--- src/rtl/cpu_ctrl_pkg.sv ---
// Shared encodings for the multi-cycle control unit: opcodes, function codes,
// ALU and PC select codes, FSM state encodings and instruction classes.
package cpu_ctrl_pkg;

   localparam logic [5:0] OP_RTYPE = 6'b000000;
   localparam logic [5:0] OP_ADDI  = 6'b001000;
   localparam logic [5:0] OP_ANDI  = 6'b001100;
   localparam logic [5:0] OP_ORI   = 6'b001101;
   localparam logic [5:0] OP_LW    = 6'b100011;
   localparam logic [5:0] OP_SW    = 6'b101011;
   localparam logic [5:0] OP_BEQ   = 6'b000100;
   localparam logic [5:0] OP_BNE   = 6'b000101;
   localparam logic [5:0] OP_J     = 6'b000010;

   localparam logic [5:0] FN_ADD   = 6'b100000;
   localparam logic [5:0] FN_SUB   = 6'b100010;
   localparam logic [5:0] FN_AND   = 6'b100100;
   localparam logic [5:0] FN_OR    = 6'b100101;

   typedef enum logic [1:0] {
      ALU_ADD = 2'b00,
      ALU_SUB = 2'b01,
      ALU_AND = 2'b10,
      ALU_OR  = 2'b11
   } aluc_e;

   typedef enum logic [1:0] {
      PC_SEQ = 2'b00,
      PC_BR  = 2'b10,
      PC_JMP = 2'b11
   } pcsrc_e;

   typedef enum logic [2:0] {
      S_FETCH  = 3'd0,
      S_DECODE = 3'd1,
      S_EXEC   = 3'd2,
      S_MEM    = 3'd3,
      S_WB     = 3'd4,
      S_TRAP   = 3'd5
   } state_e;

   typedef enum logic [2:0] {
      CLS_ALU,
      CLS_LOAD,
      CLS_STORE,
      CLS_BRANCH,
      CLS_JUMP,
      CLS_ILLEGAL
   } iclass_e;

   function automatic logic is_legal(input logic [5:0] op, input logic [5:0] func);
      logic ok;
      ok = 1'b0;
      case (op)
         OP_RTYPE: ok = (func == FN_ADD) || (func == FN_SUB) ||
                        (func == FN_AND) || (func == FN_OR);
         OP_ADDI, OP_ANDI, OP_ORI, OP_LW, OP_SW,
         OP_BEQ, OP_BNE, OP_J: ok = 1'b1;
         default: ok = 1'b0;
      endcase
      return ok;
   endfunction

endpackage

--- src/rtl/ctrl_decode.sv ---
// Combinational instruction decode: datapath selects and instruction class
// derived purely from the opcode and function fields of the IR.
module ctrl_decode
   import cpu_ctrl_pkg::*;
(
   input  logic [5:0] op_i,
   input  logic [5:0] func_i,
   output logic       regrt_o,
   output logic       se_o,
   output logic       aluqb_o,
   output logic [1:0] aluc_o,
   output logic       reg2reg_o,
   output iclass_e    iclass_o
);

   always_comb begin
      regrt_o   = 1'b0;
      se_o      = 1'b0;
      aluqb_o   = 1'b0;
      aluc_o    = ALU_ADD;
      reg2reg_o = 1'b1;
      iclass_o  = CLS_ILLEGAL;
      if (is_legal(op_i, func_i)) begin
         case (op_i)
            OP_RTYPE: begin
               iclass_o = CLS_ALU;
               aluqb_o  = 1'b1;
               case (func_i)
                  FN_SUB:  aluc_o = ALU_SUB;
                  FN_AND:  aluc_o = ALU_AND;
                  FN_OR:   aluc_o = ALU_OR;
                  default: aluc_o = ALU_ADD;
               endcase
            end
            OP_ADDI: begin
               iclass_o = CLS_ALU;
               regrt_o  = 1'b1;
               se_o     = 1'b1;
            end
            OP_ANDI: begin
               iclass_o = CLS_ALU;
               regrt_o  = 1'b1;
               aluc_o   = ALU_AND;
            end
            OP_ORI: begin
               iclass_o = CLS_ALU;
               regrt_o  = 1'b1;
               aluc_o   = ALU_OR;
            end
            OP_LW: begin
               iclass_o  = CLS_LOAD;
               regrt_o   = 1'b1;
               se_o      = 1'b1;
               reg2reg_o = 1'b0;
            end
            OP_SW: begin
               iclass_o = CLS_STORE;
               regrt_o  = 1'b1;
               se_o     = 1'b1;
            end
            // Branches compare two registers, hence qb and a subtract.
            OP_BEQ, OP_BNE: begin
               iclass_o = CLS_BRANCH;
               se_o     = 1'b1;
               aluqb_o  = 1'b1;
               aluc_o   = ALU_SUB;
            end
            OP_J: iclass_o = CLS_JUMP;
            default: iclass_o = CLS_ILLEGAL;
         endcase
      end
   end

endmodule

--- src/rtl/multicycle_ctrl.sv ---
// Multi-cycle control sequencer: FETCH/DECODE/EXEC/MEM/WB over one shared memory port.
// Define ILLEGAL_TRAP_EN to park illegal instructions in TRAP until reset (else they retire as NOPs).
module multicycle_ctrl
   import cpu_ctrl_pkg::*;
#(
   parameter int RETIRE_W = 32
) (
   input  logic                clk,
   input  logic                pcrst,
   input  logic [5:0]          op,
   input  logic [5:0]          func,
   input  logic                z,
   input  logic                mem_ready,
   output logic                mem_req,
   output logic                iord,
   output logic                ir_we,
   output logic                mdr_we,
   output logic                pc_we,
   output logic [1:0]          Pcsrc,
   output logic                Regrt,
   output logic                Se,
   output logic                Aluqb,
   output logic [1:0]          Aluc,
   output logic                Wreg,
   output logic                Wmem,
   output logic                Reg2reg,
   output logic [2:0]          state,
   output logic [RETIRE_W-1:0] instret,
   output logic                trap
);

   state_e              state_q, state_d;
   logic [RETIRE_W-1:0] instret_q, instret_d;
   iclass_e             iclass;
   logic                br_taken;

   ctrl_decode u_decode (
      .op_i      (op),
      .func_i    (func),
      .regrt_o   (Regrt),
      .se_o      (Se),
      .aluqb_o   (Aluqb),
      .aluc_o    (Aluc),
      .reg2reg_o (Reg2reg),
      .iclass_o  (iclass)
   );

   assign br_taken = (op == OP_BEQ) ? z : ~z;

   always_ff @(posedge clk or negedge pcrst) begin
      if (!pcrst) begin
         state_q   <= S_FETCH;
         instret_q <= '0;
      end else begin
         state_q   <= state_d;
         instret_q <= instret_d;
      end
   end

   always_comb begin
      state_d = state_q;
      mem_req = 1'b0;
      iord    = 1'b0;
      ir_we   = 1'b0;
      mdr_we  = 1'b0;
      pc_we   = 1'b0;
      Pcsrc   = PC_SEQ;
      Wreg    = 1'b0;
      Wmem    = 1'b0;
      // Strobes stay low for the whole reset window, not only at the edge.
      if (pcrst) begin
         case (state_q)
            S_FETCH: begin
               mem_req = 1'b1;
               if (mem_ready) begin
                  ir_we   = 1'b1;
                  state_d = S_DECODE;
               end
            end
            S_DECODE: state_d = S_EXEC;
            S_EXEC: begin
               case (iclass)
                  CLS_ALU:             state_d = S_WB;
                  CLS_LOAD, CLS_STORE: state_d = S_MEM;
                  CLS_BRANCH: begin
                     pc_we   = 1'b1;
                     Pcsrc   = br_taken ? PC_BR : PC_SEQ;
                     state_d = S_FETCH;
                  end
                  CLS_JUMP: begin
                     pc_we   = 1'b1;
                     Pcsrc   = PC_JMP;
                     state_d = S_FETCH;
                  end
                  default: begin
`ifdef ILLEGAL_TRAP_EN
                     state_d = S_TRAP;
`else
                     pc_we   = 1'b1;
                     state_d = S_FETCH;
`endif
                  end
               endcase
            end
            S_MEM: begin
               mem_req = 1'b1;
               iord    = 1'b1;
               if (mem_ready) begin
                  if (iclass == CLS_LOAD) begin
                     mdr_we  = 1'b1;
                     state_d = S_WB;
                  end else begin
                     // Store finishes in its ready cycle: one write, PC advances together.
                     Wmem    = 1'b1;
                     pc_we   = 1'b1;
                     state_d = S_FETCH;
                  end
               end
            end
            S_WB: begin
               Wreg    = 1'b1;
               pc_we   = 1'b1;
               state_d = S_FETCH;
            end
`ifdef ILLEGAL_TRAP_EN
            S_TRAP: state_d = S_TRAP;
`endif
            default: state_d = S_FETCH;
         endcase
      end
   end

   assign instret_d = pc_we ? instret_q + 1'b1 : instret_q;

   assign state   = state_q;
   assign instret = instret_q;

`ifdef ILLEGAL_TRAP_EN
   assign trap = (state_q == S_TRAP);
`else
   assign trap = 1'b0;
`endif

endmodule

--- config.mk ---
export PLATFORM = sky130hd
export DESIGN_NAME = multicycle_ctrl
export DESIGN_NICKNAME = d
export VERILOG_FILES = /design/src/rtl/cpu_ctrl_pkg.sv /design/src/rtl/ctrl_decode.sv /design/src/rtl/multicycle_ctrl.sv
export SDC_FILE = /design/constraint.sdc
export NUM_CORES = 1
export LEC_CHECK = 0
export CORE_ASPECT_RATIO = 0.8
export CORE_MARGIN = 2
export CORE_UTILIZATION = 42
export CTS_CLUSTER_DIAMETER = 150
export CTS_CLUSTER_SIZE = 12
export DETAILED_ROUTE_END_ITERATION = 12
export HOLD_SLACK_MARGIN = 0.06
export MAX_ROUTING_LAYER = met4
export PLACE_DENSITY = 0.76
export SYNTH_ARGS = -nofsm -noshare
export SYNTH_HDL_FRONTEND = slang
export SYNTH_SLANG_ARGS = --single-unit
--- constraint.sdc ---
create_clock -name clk -period 1.9 [get_ports clk]
set_input_delay 0.285 -clock clk [delete_from_list [all_inputs] [get_ports clk]]
set_output_delay 0.285 -clock clk [all_outputs]
set_load 0.005 [all_outputs]
==> results.toml, run 1 <==
[status]
status = "complete, but fails checks"
violations = "negative setup slack"

[timing]
slew_violations = 0
fin_setup_tns_ns = -1.07
holdWs_ns = 0.213
clock.fmax_mhz = 486
finalHoldViolCount = 0
setup-violations-final = 18
timing.final.crit_share = 1.08
skew_ns = 0.00674
fin_crit_ns = 2.06
rsz0062_at_grt = "true"
fin_ws_ns = -0.159

[worst_setup_path]
worstPathRequired_ns = 1.62
cp_max_fo = 5
critPathArrivalTime_ns = 1.77
worst-setup-path-type = "register to primary output"
r2r_end = "instret[31]"
endpoint_kind = "primary output"
r2r_cells = 9
r2r_slack_ns = -0.10
r2r_start = "state[0]"
startpoint_type = "register"

[cells_and_area]
nFillCells = 313
antenna_cells = 0
stdcell_area_mm2 = 0.00380
syn_to_final_growth_pct = 78.9
drive_gt1_frac = 0.394
fin_nets = 361

[clock_network]
cts_tree = "done"
clockRootBuffer = "clkbuf_8"
numCtsBuffers = 5
cts.clk_slew.worst_paths_ns = 0.07
clock_insertion_delay_worst_skew_ns = 0.29
cts.sinks = 35
htreeDepth = 2
cts.path.max_buffers = 2

[logic_synthesis]
yosys.area_share.xor_xnor = 0.132
synth_top_family_by_area = "simple AND/OR/NAND/NOR gates"
synth_nets = 242
syn-instance-count = 225
yosys-top-cells-area = "dfrtp_1, xor2_1, nor3_1"
yosysSeqAreaShare = 0.412
synth.most_common_cell = "dfrtp_1"
synth_common_cells = "dfrtp_1, xor2_1, nand2_1, nor3_1, nor2_1"
synth_mux_area_frac = 0.0100
synth_top_area_frac = 0.412
netlist-cell-type-count = 45
async_flop_share = 1.00
synth_seq_cells = 35
synth_compound_area_frac = 0.0901
netlist_area_mm2 = 0.00212
ys_warn_count = 0
synth_edf_count = 0
yosys.area.top_type = "dfrtp_1"
synth_simple_gate_area_frac = 0.297
ys_dominant_reg_cell = "dfrtp_1"
synth-adder-area-share = 0.00589
postSynthAreaPerCell_um2 = 9.44

[floorplan]
initial_core_util = 0.429
die_x_um = 83.5
dieArea_mm2 = 0.00565
coreArea_mm2 = 0.00495
placementRows = 23
io_pins = 67
die_h_um = 67.6

[run]
cap_violations = 0

[drt]
drcViolationCount = 0
wl_per_cell_um = 17.1
ant_nets = 0
num_vias = 2213
dr.pass1.iters = 4
via_per_inst = 5.44
drt_wl_total_um = 6940
drt_iter0_drc = 108

[global_route]
grt_pass1_vias = 2059
grt_max_degree = 36
track_usage = 0.239
antenna_found_initial = 0
grt_pass1_wl_um = 10300
overflow = 0

[place]
gp_congestion = 0.912
placed_area_mm2 = 0.00309
io_buffers = 65
place_ws_ns = -0.707
dp_hpwl_um = 4000

[min_path]
hp-class = "primary input to asynchronous set/reset pin"

[power]
power.leakage_nw = 2.02
vdd_ir_drop_max_uv = 558
power_mw = 2.19
p_per_area_mw_per_mm2 = 577
power breakdown:
group,internal [mW],switching [mW]
Sequential,0.799,0.0789
Clock,0.251,0.275
Combinational,0.431,0.358
state kept, by name, summed over array words and instances (netlist names):
signal	count
instret	32
state	3
critical path: stages (launching register included):
cell and delay, ns:
dfrtp_2 0.46, nor2_2 0.19, and3_4 0.23, buf_4 0.11
clkdlybuf4s50_1 0.50
what timing repair did:
action | in CTS | in global routing
pin swaps | 41 | 33
setup endpoints to repair | 46 | 44
buffers inserted | 13 | 9
hold buffers | 0 | 0
gates resized for setup | 108 | 48
cloned | 3 | 0
cells in the final DEF, fill, tap and decap left out, drive strengths merged, types with 2 or more instances in the layout:
cell / n
buf: 68
inv: 11
nor2b: 6
a21oi: 8
nand3b: 3
clkbuf: 9
nand2b: 3
o31ai: 2
nor4: 11
dlygate4sd2: 9
xor2: 24
nand3: 10
o21ai: 2
clkdlybuf4s50: 37
and4: 2
nor2: 16
and3: 6
xnor2: 8
nor3: 18
and2: 3
dlymetal6s2s: 4
nand2: 18
nand4: 8
dfrtp: 35
clkdlybuf4s15: 2
clkinv: 3
worst max path at each step:
stage / startpoint / endpoint / slack [ns] / cells after the start
floorplan: op[5] / instret[1] / -0.05 / 6
global placement: op[5] / Pcsrc[1] / -0.71 / 5
detailed placement: op[5] / Pcsrc[1] / -0.71 / 5
CTS: state[2] / iord / -0.16 / 5
global route: state[0] / Wreg / -0.22 / 4
finish: state[0] / Wreg / -0.16 / 4
cell families after synthesis:
group / count (synthesis)
fa+ha+maj: 1
buf+inv: 23
compound gates: 22
simple gates: 109
flops: 35
mux: 2
other cells: 1
xor+xnor: 32
metal layers:
layer,up-vias,share of wire,wire length [um],GRT usage
met5,-,0,0,-
met2,49,0.51,3550,0.384
met3,6,0.033,229,0.0489
met4,0,0.0095,66,0.0484
met1,1126,0.45,3100,0.319
li1,1032,-,-,-
area by class of cell:
type	count	area, um2	share of cell area
multi-input combinational	167	1570	0.413
inverter	11	41.3	0.0109
timing repair buffer	124	1150	0.303
tap	62	77.6	0.0204
sequential	35	877	0.231
clock buffer	5	68.8	0.0181
clock inverter	3	15.0	0.00395
through the flow:
stage / util / std cells
5_1_grt: 0.768 / 407
3_3_place_gp: 0.624 / 377
6_report: 0.768 / 407
4_1_cts: 0.740 / 401
2_1_floorplan: - / 225
3_5_place_dp: 0.624 / 377
(Power assumes the default switching activity.)
==> run 2, diff against run 1 <==
Settings changed: SETUP_SLACK_MARGIN from default to 0.4.
==> run 2 against run 1 <==
  * The flow still finishes with violations (negative setup slack)
  * Fmax is 5.2% lower
  * Cell count is 11% higher
  * Hold slack worse by 0.12 ns
  * Cell area is 7.5% higher
  * Clock skew is 0.0052 ns higher
  * Global-route usage is 1.5 points higher
  * Critical path type is now register to register
  * Critical endpoint is now instret[29]
==> results.toml, run 2 (synthesis gave the netlist of run 1 again) <==
[status]
status = "complete, but fails checks"
violations = "negative setup slack"

[clock_network]
clockRootBuffer = "clkbuf_8"
numCtsBuffers = 5
htreeDepth = 2
cts.clk_slew.worst_paths_ns = 0.08
clock_insertion_delay_worst_skew_ns = 0.30
cts_tree = "done"
cts.path.max_buffers = 2
cts.sinks = 35

[drt]
ant_nets = 0
dr.pass1.iters = 4
num_vias = 2455
drt_iter0_drc = 157
drcViolationCount = 0
drt_wl_total_um = 8410
wl_per_cell_um = 18.6
via_per_inst = 5.42

[cells_and_area]
layout_commonest_cell = "buf_4"
syn_to_final_growth_pct = 92.3
antenna_cells = 0
fin_nets = 407
largest_register_ffs = 32
layout_common_cells = "buf_4, dfrtp_1, buf_6"
drive_gt1_frac = 0.512
nFillCells = 253

[power]
p_seq_frac = 0.390
vdd_ir_drop_max_uv = 448
clkPwrFrac = 0.251
p_sw_mw = 0.716
p_per_area_mw_per_mm2 = 536
switching_share = 0.327
power.leakage_nw = 2.24
p_int_mw = 1.47
combinationalPowerShare = 0.358
power_mw = 2.19

[global_route]
grt_pass1_wl_um = 11000
antenna_found_initial = 0
grt_pass1_vias = 2348
track_usage = 0.254
overflow = 0
grt_max_degree = 34

[worst_setup_path]
cp_num_buf_inv = 3
r2r_slack_ns = -0.27
worst-setup-path-type = "register to register"
r2r_start = "state[2]"
r2r_cells = 8
endpoint_kind = "register"
slowest_delay_ns = 0.40
cp_slowest_cell = "dfrtp_1"
critPathArrivalTime_ns = 2.38
cp_max_fo = 13
startpoint_type = "register"
worstPathRequired_ns = 2.10
r2r_end = "instret[29]"
path_cells = "buf_6, nand3b_1, a311oi_2, o32ai_4, buf_12, buf_4, nor4_4, xor2_1"
crit_family = "simple AND/OR/NAND/NOR gates"

[place]
io_buffers = 65
gp_congestion = 0.892
place_ws_ns = -0.731
dp_hpwl_um = 4400

[floorplan]
coreArea_mm2 = 0.00495
io_pins = 67
initial_core_util = 0.429
die_x_um = 83.5
dieArea_mm2 = 0.00565
die_h_um = 67.6
placementRows = 23

[timing]
skew_ns = 0.0119
fin_ws_ns = -0.273
fin_crit_ns = 2.17
clock.fmax_mhz = 460
timing.final.crit_share = 1.14
finalHoldViolCount = 0
rsz0062_at_grt = "true"
fin_setup_tns_ns = -2.65
slew_violations = 0
setup-violations-final = 31

[min_path]
hp-class = "primary input to asynchronous set/reset pin"

[run]
cap_violations = 0
==> run 2: cell count changes in the layout (fill, tap and decap cells not counted), moves of 3 or more <==
cell             change
a21oi_1              -5
a21oi_2              +4
buf_2               +10
buf_4               +38
buf_6               +15
clkdlybuf4s50_1     -23
dfrtp_1              -3
dfrtp_2              +3
dlygate4sd2_1        +6
dlymetal6s2s_1       +4
nor2_1               +4
nor3_2              +11
nor3_4               -9
==> run 2: worst max path at each step <==
stage               startpoint     endpoint  cells after the start
floorplan                op[5]   instret[1]                      6
global placement         op[0]   instret[9]                      8
detailed placement       op[5]     Pcsrc[1]                      5
CTS                   state[2]        pc_we                      6
global route          state[2]  instret[29]                      8
finish                state[2]  instret[29]                      8
==> run 2: what timing repair did <==
item / 4_1_cts / 5_1_grt
resized for setup: 174 / 58
setup endpoints to repair: 73 / 60
hold buffers: 1 / 0
hold endpoints to repair: 2 / 0
pin swaps: 17 / 13
setup buffers: 37 / 21
==> run 2: metrics by stage <==
| stage | utilization | hold slack (ns) | cells | area, um2 |
|---|---|---|---|---|
| 2_1_floorplan | - | -0.0106 | 225 | 2210 |
| 3_3_place_gp | 0.647 | 0.214 | 386 | 3200 |
| 3_5_place_dp | 0.647 | 0.222 | 386 | 3200 |
| 4_1_cts | 0.743 | 0.0846 | 432 | 3680 |
| 5_1_grt | 0.826 | 0.117 | 453 | 4090 |
| 6_report | 0.826 | 0.0942 | 453 | 4090 |
==> run 2: power by group through the flow <==
stage	clock, mW	combinational (mW)	sequential [mW]
2_1_floorplan	0	0.255	0.865
3_3_place_gp	0	0.557	0.877
3_5_place_dp	0	0.574	0.877
4_1_cts	0.533	0.649	0.857
5_1_grt	0.582	0.851	0.861
6_report	0.551	0.785	0.855
==> run 2: cell type report <==
type	instances	area (um2)	area share
repair buffers	170	1470	0.360
clock inverters	1	5.00	0.00122
inverters	11	41.3	0.0101
clock buffers	7	76.3	0.0187
well taps	62	77.6	0.0190
flip-flops and latches	35	881	0.216
multi-input cells	167	1540	0.376
==> run 2: per-layer routing <==
layer	wire, um	vias to the layer above	part of all wire	track usage
li1	-	1117	-	-
met4	191	0	0.023	0.0665
met2	4410	80	0.52	0.454
met5	0	-	0	-
met1	3440	1237	0.41	0.308
met3	372	21	0.044	0.0367
